==> src/rtl/vga_pkg.sv <==
// Shared VGA timing constants and frame-buffer write scheduler types.
package vga_pkg;

    localparam int unsigned H_MAX     = 1056;
    localparam int unsigned V_MAX     = 628;
    localparam int unsigned TC_W      = 11;
    localparam int unsigned FB_ADDR_W = 19;
    localparam int unsigned FB_DATA_W = 12;
    localparam int unsigned BURST_W   = 8;

    typedef enum logic [1:0] {
        WAIT_WIN = 2'd0,
        ARB      = 2'd1,
        GRANT    = 2'd2
    } sched_state_t;

endpackage

==> src/rtl/vga_if.sv <==
// VGA timing bus as produced by the timing generator.
interface vga_if;
    import vga_pkg::*;

    logic [TC_W-1:0] vcount;
    logic [TC_W-1:0] hcount;
    logic            vblnk;
    logic            hblnk;
    logic            vsync;
    logic            hsync;

    modport in  (input  vcount, hcount, vblnk, hblnk, vsync, hsync);
    modport out (output vcount, hcount, vblnk, hblnk, vsync, hsync);
endinterface

==> src/rtl/vga_fb_write_sched_rr_arbiter.sv <==
// Combinational round-robin selector: first set request at or after ptr+1.
module rr_arbiter #(
    parameter int unsigned N_REQ = 4,
    parameter int unsigned PTR_W = 2
) (
    input  logic [N_REQ-1:0] req_i,
    input  logic [PTR_W-1:0] ptr_i,
    output logic [N_REQ-1:0] pick_o,
    output logic             valid_o
);

    int unsigned idx_c;

    always_comb begin
        pick_o  = '0;
        valid_o = 1'b0;
        idx_c   = 0;
        for (int unsigned k = 1; k <= N_REQ; k++) begin
            idx_c = (32'(ptr_i) + k) % N_REQ;
            if (!valid_o && req_i[PTR_W'(idx_c)]) begin
                pick_o[PTR_W'(idx_c)] = 1'b1;
                valid_o               = 1'b1;
            end
        end
    end

endmodule

==> src/rtl/vga_fb_write_sched.sv <==
// Frame-memory write scheduler: opens writes only in vertical blanking and
// grants requesters round-robin with a per-grant burst limit.
module vga_fb_write_sched
    import vga_pkg::*;
#(
    parameter int unsigned N_REQ     = 4,
    parameter int unsigned ADDR_W    = FB_ADDR_W,
    parameter int unsigned DATA_W    = FB_DATA_W,
    parameter int unsigned MAX_BURST = 64,
    parameter int unsigned GUARD     = 8
) (
    input  logic                     clk,
    input  logic                     rst,
    vga_if.in                        vga_in,
    input  logic [N_REQ-1:0]         req,
    input  logic [N_REQ-1:0]         req_we,
    input  logic [N_REQ*ADDR_W-1:0]  req_addr,
    input  logic [N_REQ*DATA_W-1:0]  req_data,
    output logic [N_REQ-1:0]         gnt,
    output logic                     mem_we,
    output logic [ADDR_W-1:0]        mem_addr,
    output logic [DATA_W-1:0]        mem_data,
    output logic                     win_open,
    output logic                     frame_start
);

    localparam int unsigned PTR_W = (N_REQ > 1) ? $clog2(N_REQ) : 1;

    sched_state_t        state_q;
    logic [N_REQ-1:0]    gnt_q;
    logic [PTR_W-1:0]    ptr_q;
    logic [BURST_W-1:0]  burst_q;
    logic [BURST_W-1:0]  burst_d;
    logic                win_q;
    logic                win_d;
    logic                fs_q;
    logic                mem_we_q;
    logic [ADDR_W-1:0]   mem_addr_q;
    logic [DATA_W-1:0]   mem_data_q;
    logic [N_REQ-1:0]    pick_c;
    logic                pick_valid_c;
    logic [PTR_W-1:0]    pick_idx_c;
    logic [ADDR_W-1:0]   addr_arr [N_REQ];
    logic [DATA_W-1:0]   data_arr [N_REQ];
    logic                unused_timing;

    assign unused_timing = ^{vga_in.hblnk, vga_in.vsync, vga_in.hsync};

    // Window closes GUARD pixels before the last blanking line ends.
    assign win_d = vga_in.vblnk &&
                   !((vga_in.vcount == TC_W'(V_MAX - 1)) &&
                     (vga_in.hcount >= TC_W'(H_MAX - GUARD)));

    assign burst_d = (burst_q == {BURST_W{1'b1}}) ? burst_q : burst_q + BURST_W'(1);

    for (genvar i = 0; i < N_REQ; i++) begin : g_unpack
        assign addr_arr[i] = req_addr[i*ADDR_W +: ADDR_W];
        assign data_arr[i] = req_data[i*DATA_W +: DATA_W];
    end

    rr_arbiter #(
        .N_REQ (N_REQ),
        .PTR_W (PTR_W)
    ) u_arb (
        .req_i   (req),
        .ptr_i   (ptr_q),
        .pick_o  (pick_c),
        .valid_o (pick_valid_c)
    );

    always_comb begin
        pick_idx_c = '0;
        for (int i = 0; i < N_REQ; i++) begin
            if (pick_c[i]) pick_idx_c = PTR_W'(i);
        end
    end

    always_ff @(posedge clk or posedge rst) begin
        if (rst) begin
            state_q    <= WAIT_WIN;
            gnt_q      <= '0;
            ptr_q      <= PTR_W'(N_REQ - 1);
            burst_q    <= '0;
            win_q      <= 1'b0;
            fs_q       <= 1'b0;
            mem_we_q   <= 1'b0;
            mem_addr_q <= '0;
            mem_data_q <= '0;
        end else begin
            win_q <= win_d;
            fs_q  <= win_d & ~win_q;

            // ptr_q names the granted requester for the whole grant.
            if (|gnt_q) begin
                mem_we_q   <= req_we[ptr_q];
                mem_addr_q <= addr_arr[ptr_q];
                mem_data_q <= data_arr[ptr_q];
            end else begin
                mem_we_q <= 1'b0;
            end

            case (state_q)
                WAIT_WIN: begin
                    if (win_q) state_q <= ARB;
                end
                ARB: begin
                    if (!win_q) begin
                        state_q <= WAIT_WIN;
                    end else if (pick_valid_c) begin
                        gnt_q   <= pick_c;
                        ptr_q   <= pick_idx_c;
                        burst_q <= '0;
                        state_q <= GRANT;
                    end
                end
                GRANT: begin
                    burst_q <= burst_d;
                    if (!req[ptr_q] || !win_q || (burst_q == BURST_W'(MAX_BURST - 1))) begin
                        gnt_q   <= '0;
                        state_q <= win_q ? ARB : WAIT_WIN;
                    end
                end
                default: begin
                    gnt_q   <= '0;
                    state_q <= WAIT_WIN;
                end
            endcase
        end
    end

    assign gnt         = gnt_q;
    assign mem_we      = mem_we_q;
    assign mem_addr    = mem_addr_q;
    assign mem_data    = mem_data_q;
    assign win_open    = win_q;
    assign frame_start = fs_q;

endmodule
==> src/flat_wrapper.sv <==
// flat-port wrapper written by rule: the top's interface ports become plain ports
module vga_fb_write_sched_flat import vga_pkg::*;
#(
    parameter int unsigned N_REQ     = 4,
    parameter int unsigned ADDR_W    = FB_ADDR_W,
    parameter int unsigned DATA_W    = FB_DATA_W,
    parameter int unsigned MAX_BURST = 64,
    parameter int unsigned GUARD     = 8
)
  (clk, rst, req, req_we, req_addr, req_data, gnt, mem_we, mem_addr, mem_data, win_open, frame_start, vga_in_vcount, vga_in_hcount, vga_in_vblnk, vga_in_hblnk, vga_in_vsync, vga_in_hsync);
  vga_if vga_in_i ();
  input  logic clk;
  input  logic rst;
  input  logic [N_REQ-1:0] req;
  input  logic [N_REQ-1:0] req_we;
  input  logic [N_REQ*ADDR_W-1:0] req_addr;
  input  logic [N_REQ*DATA_W-1:0] req_data;
  output logic [N_REQ-1:0] gnt;
  output logic mem_we;
  output logic [ADDR_W-1:0] mem_addr;
  output logic [DATA_W-1:0] mem_data;
  output logic win_open;
  output logic frame_start;
  input wire logic [$bits(vga_in_i.vcount)-1:0] vga_in_vcount;
  input wire logic [$bits(vga_in_i.hcount)-1:0] vga_in_hcount;
  input wire logic [$bits(vga_in_i.vblnk)-1:0] vga_in_vblnk;
  input wire logic [$bits(vga_in_i.hblnk)-1:0] vga_in_hblnk;
  input wire logic [$bits(vga_in_i.vsync)-1:0] vga_in_vsync;
  input wire logic [$bits(vga_in_i.hsync)-1:0] vga_in_hsync;
  assign vga_in_i.vcount = vga_in_vcount;
  assign vga_in_i.hcount = vga_in_hcount;
  assign vga_in_i.vblnk = vga_in_vblnk;
  assign vga_in_i.hblnk = vga_in_hblnk;
  assign vga_in_i.vsync = vga_in_vsync;
  assign vga_in_i.hsync = vga_in_hsync;
  vga_fb_write_sched #(.N_REQ(N_REQ), .ADDR_W(ADDR_W), .DATA_W(DATA_W), .MAX_BURST(MAX_BURST), .GUARD(GUARD)) u_core (.clk(clk), .rst(rst), .vga_in(vga_in_i), .req(req), .req_we(req_we), .req_addr(req_addr), .req_data(req_data), .gnt(gnt), .mem_we(mem_we), .mem_addr(mem_addr), .mem_data(mem_data), .win_open(win_open), .frame_start(frame_start));
endmodule
==> config.mk <==
export PLATFORM = sky130hd
export DESIGN_NAME = vga_fb_write_sched_flat
export DESIGN_NICKNAME = d
export VERILOG_FILES = /design/src/rtl/vga_pkg.sv /design/src/rtl/vga_if.sv /design/src/rtl/vga_fb_write_sched_rr_arbiter.sv /design/src/rtl/vga_fb_write_sched.sv /design/src/flat_wrapper.sv
export SDC_FILE = /design/constraint.sdc
export NUM_CORES = 1
export LEC_CHECK = 0
export ABC_AREA = 1
export BUFFER_PORTS_ARGS = -buffer_cell sky130_fd_sc_hd__buf_2
export CAP_MARGIN = 10
export CORE_ASPECT_RATIO = 0.6
export CORE_UTILIZATION = 45
export DETAILED_ROUTE_END_ITERATION = 12
export PLACE_DENSITY = 0.94
export SYNTH_ARGS = -nofsm -noshare
export SYNTH_HDL_FRONTEND = slang
export SYNTH_SLANG_ARGS = --single-unit
==> constraint.sdc <==
create_clock -name clk -period 2.96 [get_ports clk]
set_clock_uncertainty 0.1 [all_clocks]
set_input_delay 0.148 -clock clk [delete_from_list [all_inputs] [get_ports clk]]
set_output_delay 0.148 -clock clk [all_outputs]
set_load 0.02 [all_outputs]
# --- After elaboration in Yosys (flattened, before gate mapping) ---
# Cells that the tools add are included.
totals:
  ff_bits: 50
  elab_cells: 119
  out_inout_bits: 38
classes:
  n_eq_ne: 11
  n_addsub: 5
  reduce_logical: 24
  bitwise: 7
  n_lt_le_gt_ge: 11
  n_mux: 52
op_table:
  columns: ["op", "n"]
  rows:
  - ["$bmux W19 S2", 1]
  - ["$mux W19", 2]
  - ["$mux W4", 7]
  - ["$bmux W12 S2", 1]
  - ["$mux W12", 2]
  - ["$mux W8", 3]
  - ["$mux W1", 17]
  - ["$pmux W8 S2", 1]
  - ["$lt A2 B3 Y1 const B", 5]
  - ["$bmux W1 S2", 6]
  - ["$mux W2", 6]
  - ["$or A4 B4 Y4", 3]
  - ["$pmux W4 S3", 1]
  - ["$eq A11 B10 Y1 const B", 1]
  - ["$ge A11 B11 Y1 const B", 1]
  - ["$logic_and A1 B1 Y1", 9]
  - ["$add A8 B1 Y8 const B", 1]
  - ["$demux W1 S2", 4]
  - ["$eq A8 B6 Y1 const B", 1]
  - ["$eq A8 B8 Y1 const B", 1]
  - ["$ge A2 B1 Y1 const B", 4]
  - ["$ne A2 B1 Y1 const B", 4]
  - ["$reduce_and A4 Y1", 2]
  - ["$logic_not A1 Y1", 6]
  - ["other kinds (16)", 21]

# --- Longest topological paths before layout ---
# Gate-level depths: netlist (run 1).
depth:
  depth_word: 16
  depth_mapped: 16
  depth_no_buf: 13

# --- Hierarchy ---
# From an unflattened synthesis (run 1), not the netlist that was laid out.
hier_totals:
  cells_unflattened: 542
  hier_area_um2: 3621.0
by_module_without_submodules:
  columns: ["module", "cells_each", "area_per_inst_um2", "n_inst"]
  rows:
  - ["vga_fb_write_sched", 462, 3169.3, 1]
  - ["rr_arbiter", 80, 451.7, 1]

# --- Worst setup path after synthesis (run 1) ---
# No wires, ideal clock.
synth_path:
  path_type: "reg2reg"
  startpoint: "register u_core.ptr_q[0]"
  endpoint: "register u_core.burst_q[5]"
  n_path_buf: 3
  t_arrival_ns: 2.407
  path_slack_ns: 0.334
  synth_period_minus_slack_ns: 2.626
  stages_incl_launch_ff: 16
  cell_sequence: "dfstp_2 buf_6 inv_4 buf_2 clkbuf_1 ha_1 inv_1 nand3_4 nand2_4 nand2_2 nor2_4 nand2_4 nand2_8 nand2_4 a21oi_1 nor2_1"
synth_via:
  elab_chain_len: 15
synth_lines:
  columns: ["element", "line_no", "source"]
  rows:
  - ["start: declaration", "vga_fb_write_sched.sv:31", "logic [PTR_W-1:0] ptr_q;"]
  - ["start signal: assignment", "vga_fb_write_sched.sv:82", "ptr_q <= PTR_W'(N_REQ - 1);"]
  - ["start signal: assignment", "vga_fb_write_sched.sv:111", "ptr_q <= pick_idx_c;"]
  - ["$add A2 B1 Y2", "vga_fb_write_sched_rr_arbiter.sv:19", "idx_c = (32'(ptr_i) + k) % N_REQ;"]
  - ["$bmux W1 S2", "vga_fb_write_sched_rr_arbiter.sv:20", "if (!valid_o && req_i[PTR_W'(idx_c)]) begin"]
  - ["$mux W1 (implied by the code)", "vga_fb_write_sched_rr_arbiter.sv:20", null]
  - ["$mux W1", "vga_fb_write_sched_rr_arbiter.sv:20", null]
  - ["$logic_not A1 Y1", "vga_fb_write_sched_rr_arbiter.sv:20", null]
  - ["$logic_and A1 B1 Y1", "vga_fb_write_sched_rr_arbiter.sv:20", null]
  - ["$mux W1", "vga_fb_write_sched_rr_arbiter.sv:20", null]
  - ["$logic_not A1 Y1", "vga_fb_write_sched_rr_arbiter.sv:20", null]
  - ["$logic_and A1 B1 Y1", "vga_fb_write_sched_rr_arbiter.sv:20", null]
  - ["$mux W1", "vga_fb_write_sched_rr_arbiter.sv:20", null]
  - ["$logic_not A1 Y1", "vga_fb_write_sched_rr_arbiter.sv:20", null]
  - ["$logic_and A1 B1 Y1", "vga_fb_write_sched_rr_arbiter.sv:20", null]
  - ["$mux W1 *", "vga_fb_write_sched_rr_arbiter.sv:20", null]
  - ["$ne A2 B1 Y1 (no line) *", null, null]
  - ["$reduce_and A4 Y1 (no line) *", null, null]
  - ["end signal: assignment", "vga_fb_write_sched.sv:117", "burst_q <= burst_d;"]
  - ["end: declaration", "vga_fb_write_sched.sv:32", "logic [BURST_W-1:0] burst_q;"]
# Every way passes the cells marked *; elsewhere a longest branch is shown, timed or not. The select of a mux whose other input is x is not followed.
# A chain may end at the register's enable or synchronous reset.

# --- Worst setup path in the final report (run 1) ---
layout_path:
  startpoint: "register u_core.ptr_q[0]"
  endpoint: "register u_core.ptr_q[0]"
layout_via:
  elab_chain_len: 16
layout_lines:
  columns: ["element"]
  rows:
  - ["parallel branches: the longest is 16 deep, another holds $lt A2 B3 Y1"]
# Several ways; the timed one is not identified. The select of a mux whose other input is x is not followed.

==> results of run 1 <==
[worst max-delay path by stage]
stage,start,endpoint,cells past startpoint
finish,u_core.ptr_q[0],u_core.ptr_q[0],11
global route,u_core.ptr_q[0],u_core.ptr_q[0],11
CTS,u_core.ptr_q[0],u_core.ptr_q[0],11
detailed placement,u_core.ptr_q[0],u_core.ptr_q[0],11
global placement,u_core.ptr_q[0],u_core.ptr_q[0],11
floorplan,u_core.ptr_q[0],u_core.burst_q[5],15
[worst max-delay path, cell delays in order (launching register included)]
cell	delay, ns
dfstp_2	0.56
buf_4	0.60
nand2_1	0.27
nand3_4	0.19
nand2_4	0.09
nand3_1	0.15
inv_2	0.05
nand2_1	0.05
nand2_1	0.04
nor2_1	0.20
nand2_1	0.08
a21oi_1	0.14
[cell usage after synthesis, types with 3 or more instances]
library cell	n
nand2_4	3
buf_1	3
a31oi_1	31
nand4_1	3
clkbuf_1	17
nand3_1	27
a21oi_1	8
o21ai_0	64
ha_1	9
dfrtp_1	48
nand2_2	3
inv_2	3
o21ai_1	6
nor2_1	176
inv_1	16
nand2_1	57
buf_2	7
nor3_1	3
[layout make-up]
| cell class | instances | area share [%] |
|---|---|---|
| Clock buffer | 6 | 3.01 |
| Timing Repair Buffer | 197 | 21.7 |
| Inverter | 21 | 1.76 |
| Multi-Input combinational cell | 407 | 42.6 |
| Clock inverter | 2 | 0.840 |
| Antenna cell | 1 | 0.0542 |
| Tap cell | 104 | 2.82 |
| Sequential cell | 50 | 27.2 |
[cell families (layout without fill, tap and decap cells)]
| family | after synthesis | count (layout) | synth area share, % |
|---|---|---|---|
| flip-flops | 50 | 50 | 36.6 |
| AO/OA/AOI/OAI | 114 | 114 | 18.2 |
| AND/OR/NAND/NOR | 281 | 281 | 35.2 |
| buffers and inverters | 49 | 226 | 5.92 |
| XOR/XNOR | 3 | 3 | 0.768 |
| other | 0 | 1 | 0 |
| adder cells (fa/ha/maj) | 9 | 9 | 3.29 |
[power by group through the flow]
stage,sequential (uW),clock [uW],combinational [uW]
6_report,1150,685,3180
2_1_floorplan,1440,0,2100
3_5_place_dp,1160,0,3180
4_1_cts,1150,696,3180
3_3_place_gp,1150,0,3040
5_1_grt,1190,726,3550
[sequential cells by signal, summed over array words and instances (netlist names)]
signal / flops
u_core.ptr_q: 2
u_core.gnt: 4
u_core.mem_addr: 19
u_core.win_open: 1
u_core.frame_start: 1
u_core.mem_data: 12
u_core.state_q: 2
u_core.mem_we: 1
u_core.burst_q: 8
[cell usage in the layout, fill, tap and decap left out, types with 5 or more instances in the layout]
cell,count
buf_2,191
nor2_1,176
o21ai_0,64
nand2_1,57
dfrtp_1,48
a31oi_1,31
nand3_1,27
inv_1,15
ha_1,9
a21oi_1,8
o21ai_1,6
clkbuf_16,5
buf_4,5
[routing by layer]
layer	vias to the layer above	wire length [um]	global-route usage (%)
met5	-	0	0
li1	2032	-	-
met2	197	4970	48.4
met3	24	827	5.68
met1	1912	4310	29.8
met4	0	228	8.66
[stage by stage]
step / cell area (um^2) / utilization (%)
after floorplan: 3420 / -
after global placement: 4430 / 60.6
after detailed placement: 4430 / 60.6
after CTS: 4610 / 63.2
after global routing: 4620 / 63.3
final: 4620 / 63.3
[repair_timing]
action / 4_1_cts / 5_1_grt
hold endpoints to repair: 1 / 0
hold buffers: 1 / 0
setup buffers: 0 / 0
==> impl_metrics.csv, run 1 <==
group,metric,value,unit
clocking,clk_pin_slew,0.07,ns
logic_synthesis,ys_seq_area_share,36.6,%
power_and_ir_drop,p_int,2470,uW
critical_path,worst-path-max-fanout,75,
critical_path,critPathKind,"reg2reg",
critical_path,crit_path_start_kind,"flop",
logic_synthesis,synth.distinct_cells,36,
power_and_ir_drop,power_density,1090,nW/um^2
power_and_ir_drop,p_total,5020,uW
clocking,root_buffer,"clkbuf_16",
drt,dr.pass1.iters,5,
clocking,cts_tree,"done",
logic_synthesis,yosysTopAreaCell,"dfrtp_1",
place,place_ws,0.383,ns
drt,viasPerCell,5.29,
critical_path,reg2reg_from,"u_core.ptr_q[0]",
clocking,h-tree-depth,2,
sta,fmax,383,MHz
power_and_ir_drop,switching_share,50.8,%
logic_synthesis,yosys_most_used_dff,"dfrtp_1",
clocking,cts_num_sinks,50,
logic_synthesis,synth.avg_cell_area,6.77,um^2
sta,rsz0062_at_grt,"false",
power_and_ir_drop,peakVddDrop,547,uV
final_layout,fillers,649,
floorplan,die_h,69.6,um
final_layout,instances_no_fill,788,
drt,drt-total-wl,10300,um
sta,final.period_utilization,88.3,%
sta,worstMarginPinSlew,1.04,ns
global_route,grt_pass1_vias,3943,
logic_synthesis,yosysWarnings,0,
final_layout,regArea,1250,um^2
drt,post_drt_wl_per_cell,13.1,um
final_layout,area_growth,34.8,%
place,io_buffer_count,191,
hold_path,hold_path.class,"in2async",
sta,final.min_clock_period,2.61,ns
final_layout,multi_input_area,1970,um^2
logic_synthesis,synth-edff-count,0,
sta,setup_viol,0,
sta,slew_viol_final,0,
global_route,grtUsageTotal,26.2,%
job,drv_cap,0,
floorplan,fp-row-count,24,
logic_synthesis,syn_nets,675,
drt,drt_iter0_drc,195,
logic_synthesis,netlist_instances,506,
clocking,clk_latency,0.29,ns
drt,vias,4165,
global_route,grt_pass1_wl,16800,um
floorplan,pin_count,198,
critical_path,worstPathRequired,3.08,ns
global_route,antenna_found_initial,1,
critical_path,cp.arrival,2.74,ns
critical_path,rr_endpoint,"u_core.ptr_q[0]",
floorplan,core_area,7300,um^2
global_route,grt-ovfl-total,0,
sta,hold_slack,0.00934,ns
logic_synthesis,async_reset_ff_share,100,%
place,dp_hpwl,7560,um
final_layout,nets,851,
sta,timing.setup.tns,0,ns
floorplan,dieWidth,115,um
clocking,cts.path.max_buffers,2,
logic_synthesis,ys_top_cells_by_area,"dfrtp_1 (35%), nor2_1 (19%), o21ai_0 (9.4%), nand2_1 (6.3%), a31oi_1 (5.7%)",
critical_path,ff2ff_setup_slack,0.35,ns
clocking,cts.repair.resized,0,
floorplan,start_util,46.9,%
power_and_ir_drop,p_switching,2550,uW
critical_path,worstSetupEndpointType,"flop",
clocking,cts_buffers,5,
place,gp_congestion,0.859,
critical_path,rr_worst_depth,11,
logic_synthesis,yosysTopAreaCellShare,35.1,%
sta,maxSlewHeadroom,30.5,%
floorplan,die-area,7970,um^2
status,status,"completed",
logic_synthesis,ys_ff_latch,50,
power_and_ir_drop,seq_power_share,23.0,%
power_and_ir_drop,p_comb_share,63.4,%
place,placed_cells,778,
drt,ant_nets,0,
power_and_ir_drop,leakagePower,0.00234,uW
drt,drcViolationCount,0,
sta,hold_viol,0,
logic_synthesis,syn-cell-area,3420,um^2
final_layout,drive_gt1_share,32.9,%
power_and_ir_drop,pwr-share-clk,13.6,%
global_route,grt_max_degree,76,
sta,final.setup.worst_slack,0.346,ns
No activity file was read; power rests on OpenSTA's default activity.
==> run 2: changes to the inputs <==
- CTS_CLUSTER_SIZE: not set -> 24
- clock period: 2.96 -> 2.87 ns (I/O delays scaled with it)
==> impl_metrics.csv, run 2 (synthesized netlist as in run 1, its figures left out) <==
group,metric,value,unit
floorplan,start_util,46.9,%
critical_path,rr_worst_depth,11,
critical_path,startpoint,"u_core.ptr_q[0]",
drt,viasPerCell,5.26,
floorplan,core_area,7300,um^2
critical_path,crit_path_start_kind,"flop",
global_route,grt_pass1_vias,3830,
hold_path,hold_path.class,"in2async",
floorplan,fp-row-count,24,
sta,rsz0062_at_grt,"false",
drt,met1_length,4310,um
critical_path,cp_cell_sequence,"buf_6 -> nand2_1 -> nand3_4 -> nand2_4 -> nand3_1 -> inv_2 -> nand2_1 -> nand2_1 -> nor2_1 -> nand2_1 -> a21oi_1",
place,dp_hpwl,7540,um
clocking,h-tree-depth,2,
final_layout,drive_gt1_share,32.9,%
drt,vias,4141,
drt,dr.pass1.iters,5,
final_layout,instances_no_fill,787,
critical_path,critPathKind,"reg2reg",
global_route,grtUsageTotal,26.1,%
drt,drt_iter0_drc,215,
critical_path,cpPeakStageDelay,0.56,ns
sta,worstMarginPinSlew,1.04,ns
critical_path,path_common_cell,"nand2_1",
drt,wl_met2,5030,um
critical_path,worstPathRequired,2.99,ns
critical_path,crit_slowest_cell,"dfstp_2",
critical_path,crit_family,"simple AND/OR/NAND/NOR gates",
sta,maxSlewHeadroom,30.2,%
critical_path,ff2ff_setup_slack,0.34,ns
final_layout,area_growth,34.9,%
clocking,clk_latency,0.29,ns
job,drv_cap,0,
global_route,grt-ovfl-total,0,
sta,final.period_utilization,88.1,%
final_layout,nets,851,
sta,slew_viol_final,0,
drt,top_layer,"met4",
drt,drcViolationCount,0,
critical_path,endpoint,"u_core.ptr_q[0]",
critical_path,worst-path-max-fanout,75,
critical_path,reg2reg_from,"u_core.ptr_q[0]",
power_and_ir_drop,p_total,5180,uW
critical_path,cp.arrival,2.65,ns
final_layout,largest_reg_flops,19,
critical_path,rr_endpoint,"u_core.ptr_q[0]",
drt,wl_met3,801,um
sta,fmax,395,MHz
final_layout,final_cell_mix,"buf_2 (191), nor2_1 (176), o21ai_0 (64), nand2_1 (57), dfrtp_1 (48)",
place,placed_cells,778,
floorplan,die-area,7970,um^2
power_and_ir_drop,power_density,1120,nW/um^2
critical_path,worstSetupEndpointType,"flop",
clocking,cts_buffers,5,
sta,timing.setup.tns,0,ns
place,gp_congestion,0.851,
global_route,antenna_found_initial,0,
final_layout,antenna_cells,0,
floorplan,dieWidth,115,um
clocking,root_buffer,"clkbuf_16",
power_and_ir_drop,leakagePower,0.00234,uW
critical_path,crit_buf_inv,2,
drt,post_drt_wl_per_cell,13.0,um
clocking,cts_tree,"done",
sta,final.min_clock_period,2.53,ns
drt,ant_nets,0,
final_layout,final_common_cell,"buf_2",
global_route,grt_pass1_wl,16600,um
sta,setup_viol,0,
global_route,grt_max_degree,76,
sta,hold_viol,0,
critical_path,cp.depth,11,
clocking,clk_pin_slew,0.07,ns
power_and_ir_drop,peakVddDrop,547,uV
drt,drt-total-wl,10200,um
place,io_buffer_count,191,
clocking,cts.path.max_buffers,2,
floorplan,pin_count,198,
floorplan,die_h,69.6,um
clocking,cts_num_sinks,50,
status,status,"completed",
==> run 2: changes by cell type in the layout (fill, tap and decap cells not counted), sizes merged <==
cell,change
diode,-1
==> run 2: routing by layer <==
layer / up-vias / track usage, %
li1: 2032 / -
met1: 1896 / 30.2
met2: 200 / 48.7
met3: 13 / 5.33
met4: 0 / 6.93
met5: - / 0
==> run 2: per-stage QoR <==
stage / hold slack [ns] / instance area, um^2 / util, % / setup slack [ns]
floorplan: 0.154 / 3420 / - / 0.244
global placement: 0.265 / 4430 / 60.6 / 0.404
detailed placement: 0.288 / 4430 / 60.6 / 0.254
CTS: 0.0467 / 4610 / 63.2 / 0.232
global route: 0.0533 / 4620 / 63.3 / 0.213
finish: 0.0146 / 4620 / 63.3 / 0.341
==> run 2: power breakdown <==
part           switching (uW)  internal, uW  total, uW
clock network             257           438        695
registers                 168          1020       1190
logic                    2210          1090       3300
total                    2630          2550       5180
==> run 2: worst min-delay path by stage <==
stage | startpoint | to | slack (ns) | cells after the start
2_1_floorplan | vga_in_vblnk | u_core.win_open | 0.15 | 2
3_3_place_gp | vga_in_vblnk | u_core.win_open | 0.26 | 3
3_5_place_dp | vga_in_vblnk | u_core.win_open | 0.29 | 3
4_1_cts | rst | u_core.mem_data[3] | 0.05 | 2
5_1_grt | req_data[45] | u_core.mem_data[9] | 0.05 | 3
6_report | rst | u_core.mem_data[1] | 0.01 | 2
==> run 2: layout make-up <==
type | count | area [um^2]
clock buffer | 6 | 139
clock inverter | 2 | 38.8
fill | 661 | 2680
inverter | 21 | 81.3
multi-input combinational | 407 | 1970
sequential | 50 | 1250
tap | 104 | 130
timing repair buffer | 197 | 1010
==> run 2: timing repair <==
item	4_1_cts	5_1_grt
endpoints found under the hold margin	1	0
endpoints found under the setup margin	0	1
buffers inserted	0	0
gates resized for setup	0	1
hold buffers	1	0
==> run 3: changes to the inputs <==
- RECOVER_POWER: not set -> 100
- SKIP_LAST_GASP: not set -> 1
==> impl_metrics.csv, run 3 (synthesized netlist as in run 1, its figures left out) <==
group,metric,value,unit
power_and_ir_drop,switching_share,51.4,%
power_and_ir_drop,p_int,2470,uW
final_layout,final_cell_mix,"nor2_1 (177), buf_2 (153), o21ai_0 (65), nand2_1 (58), dfrtp_1 (48)",
global_route,grt_pass1_wl,16600,um
place,dp_hpwl,7540,um
drt,post_drt_wl_per_cell,13.0,um
power_and_ir_drop,power_density,1120,nW/um^2
global_route,grt_pass1_vias,3830,
critical_path,worstPathRequired,2.95,ns
critical_path,rr_endpoint,"u_core.gnt[3]",
sta,hold_viol,0,
critical_path,crit_path_start_kind,"flop",
floorplan,core_area,7300,um^2
critical_path,critPathKind,"reg2reg",
floorplan,die-area,7970,um^2
final_layout,final_common_cell,"nor2_1",
hold_path,hp-start,"req_addr[68]",
drt,vias,4119,
clocking,cts.path.max_buffers,2,
drt,drt-total-wl,10300,um
critical_path,cpPeakStageDelay,0.56,ns
floorplan,dieWidth,115,um
clocking,clk_latency,0.29,ns
sta,setup_viol,0,
final_layout,regArea,1250,um^2
sta,final.period_utilization,88.2,%
global_route,grt-ovfl-total,0,
clocking,cts_num_sinks,50,
job,drv_cap,1,
final_layout,post-route-util,62.4,%
sta,slew_viol_final,51,
clocking,cts_buffers,5,
critical_path,worstSetupEndpointType,"flop",
floorplan,pin_count,198,
clocking,h-tree-depth,2,
final_layout,largest_reg_flops,19,
clocking,clk_pin_slew,0.07,ns
final_layout,fillers,681,
hold_path,hold_path.class,"in2reg",
drt,ant_nets,0,
final_layout,area_growth,32.9,%
floorplan,die_h,69.6,um
power_and_ir_drop,p_switching,2620,uW
clocking,root_buffer,"clkbuf_16",
place,io_buffer_count,191,
sta,worstMarginPinSlew,1.87,ns
critical_path,path_common_cell,"nand2_1",
sta,fmax,395,MHz
critical_path,cp.arrival,2.61,ns
final_layout,drive_gt1_share,26.6,%
floorplan,fp-row-count,24,
power_and_ir_drop,peakVddDrop,537,uV
drt,dr.pass1.iters,5,
critical_path,crit_slowest_cell,"dfstp_2",
power_and_ir_drop,p_comb_share,62.9,%
critical_path,startpoint,"u_core.ptr_q[0]",
power_and_ir_drop,seq_power_share,23.5,%
critical_path,worst-path-max-fanout,19,
final_layout,nets,851,
global_route,antenna_found_initial,0,
critical_path,ff2ff_setup_slack,0.34,ns
status,status,"finished with violations",
drt,drt_iter0_drc,213,
global_route,grt_max_degree,76,
place,gp_congestion,0.851,
power_and_ir_drop,pwr-share-clk,13.6,%
status,violations,"max-capacitance violations, max-slew violations",
hold_path,whs_path_depth,3,
final_layout,antenna_cells,0,
critical_path,rr_worst_depth,12,
sta,maxSlewHeadroom,-24.9,%
critical_path,reg2reg_from,"u_core.ptr_q[0]",
sta,rsz0062_at_grt,"false",
drt,viasPerCell,5.23,
clocking,cts_tree,"done",
hold_path,hold_path_end,"u_core.mem_addr[11]",
floorplan,start_util,46.9,%
final_layout,multi_input_area,1950,um^2
global_route,grtUsageTotal,26.1,%
power_and_ir_drop,leakagePower,0.00224,uW
sta,timing.setup.tns,0,ns
critical_path,cp_cell_sequence,"inv_4 -> ha_1 -> inv_1 -> nand3_4 -> nand2_4 -> nand2_1 -> nor2_1 -> nand2_4 -> nand2_8 -> inv_1 -> nand2_1 -> nand2_1",
drt,drcViolationCount,0,
sta,final.min_clock_period,2.53,ns
## run 3: repair_timing
item,in CTS,in global routing
hold buffers,1,0
endpoints found under the setup margin,0,1
resized for setup,0,1
endpoints found under the hold margin,1,0
buffers inserted,0,0
## run 3: critical path: cells and delay by family (launching register included)
family                   cells  cell delay (ns)
buffers and inverters        3             0.38
flip-flops                   1             0.56
AND/OR/NAND/NOR              8             1.00
adder cells (fa/ha/maj)      1             0.39
## run 3: cell type report
cell class	count	share of cell area (%)
clock inverters	2	0.852
repair buffers	197	21.0
multi-input cells	407	42.9
flip-flops and latches	50	27.6
inverters	21	1.79
clock buffers	6	3.05
well taps	104	2.86
## run 3: power by group through the flow
stage | Clock [uW] | Combinational [uW] | Sequential, uW
4_1_cts | 716 | 3300 | 1190
3_3_place_gp | 0 | 3130 | 1190
6_report | 695 | 3200 | 1200
2_1_floorplan | 0 | 2160 | 1480
3_5_place_dp | 0 | 3290 | 1200
5_1_grt | 748 | 3570 | 1230
## run 3: metal layers
layer  global-route usage, %  part of all wire (%)  wire length [um]
met3                    5.33                   7.3               745
met5                       0                     0                 0
met1                    30.2                    43              4400
met2                    48.7                    49              5040
met4                    6.93                  0.81                83
## run 3: through the flow
step	area (um^2)	cells	setup WS (ns)	power [uW]	hold WS, ns
CTS	4610	787	0.232	5200	0.0467
detailed placement	4430	778	0.254	4490	0.288
finish	4550	787	0.339	5100	0.0490
floorplan	3420	506	0.244	3650	0.154
global route	4550	787	0.138	5550	0.0533
global placement	4430	778	0.404	4310	0.265
## run 3: how the worst max path moves through the flow
stage	endpoint	slack (ns)	depth (start not counted)
2_1_floorplan	u_core.burst_q[5]	0.24	15
3_3_place_gp	u_core.ptr_q[0]	0.40	11
3_5_place_dp	u_core.ptr_q[0]	0.25	11
4_1_cts	u_core.ptr_q[0]	0.23	11
5_1_grt	u_core.gnt[2]	0.14	13
6_report	u_core.gnt[3]	0.34	12
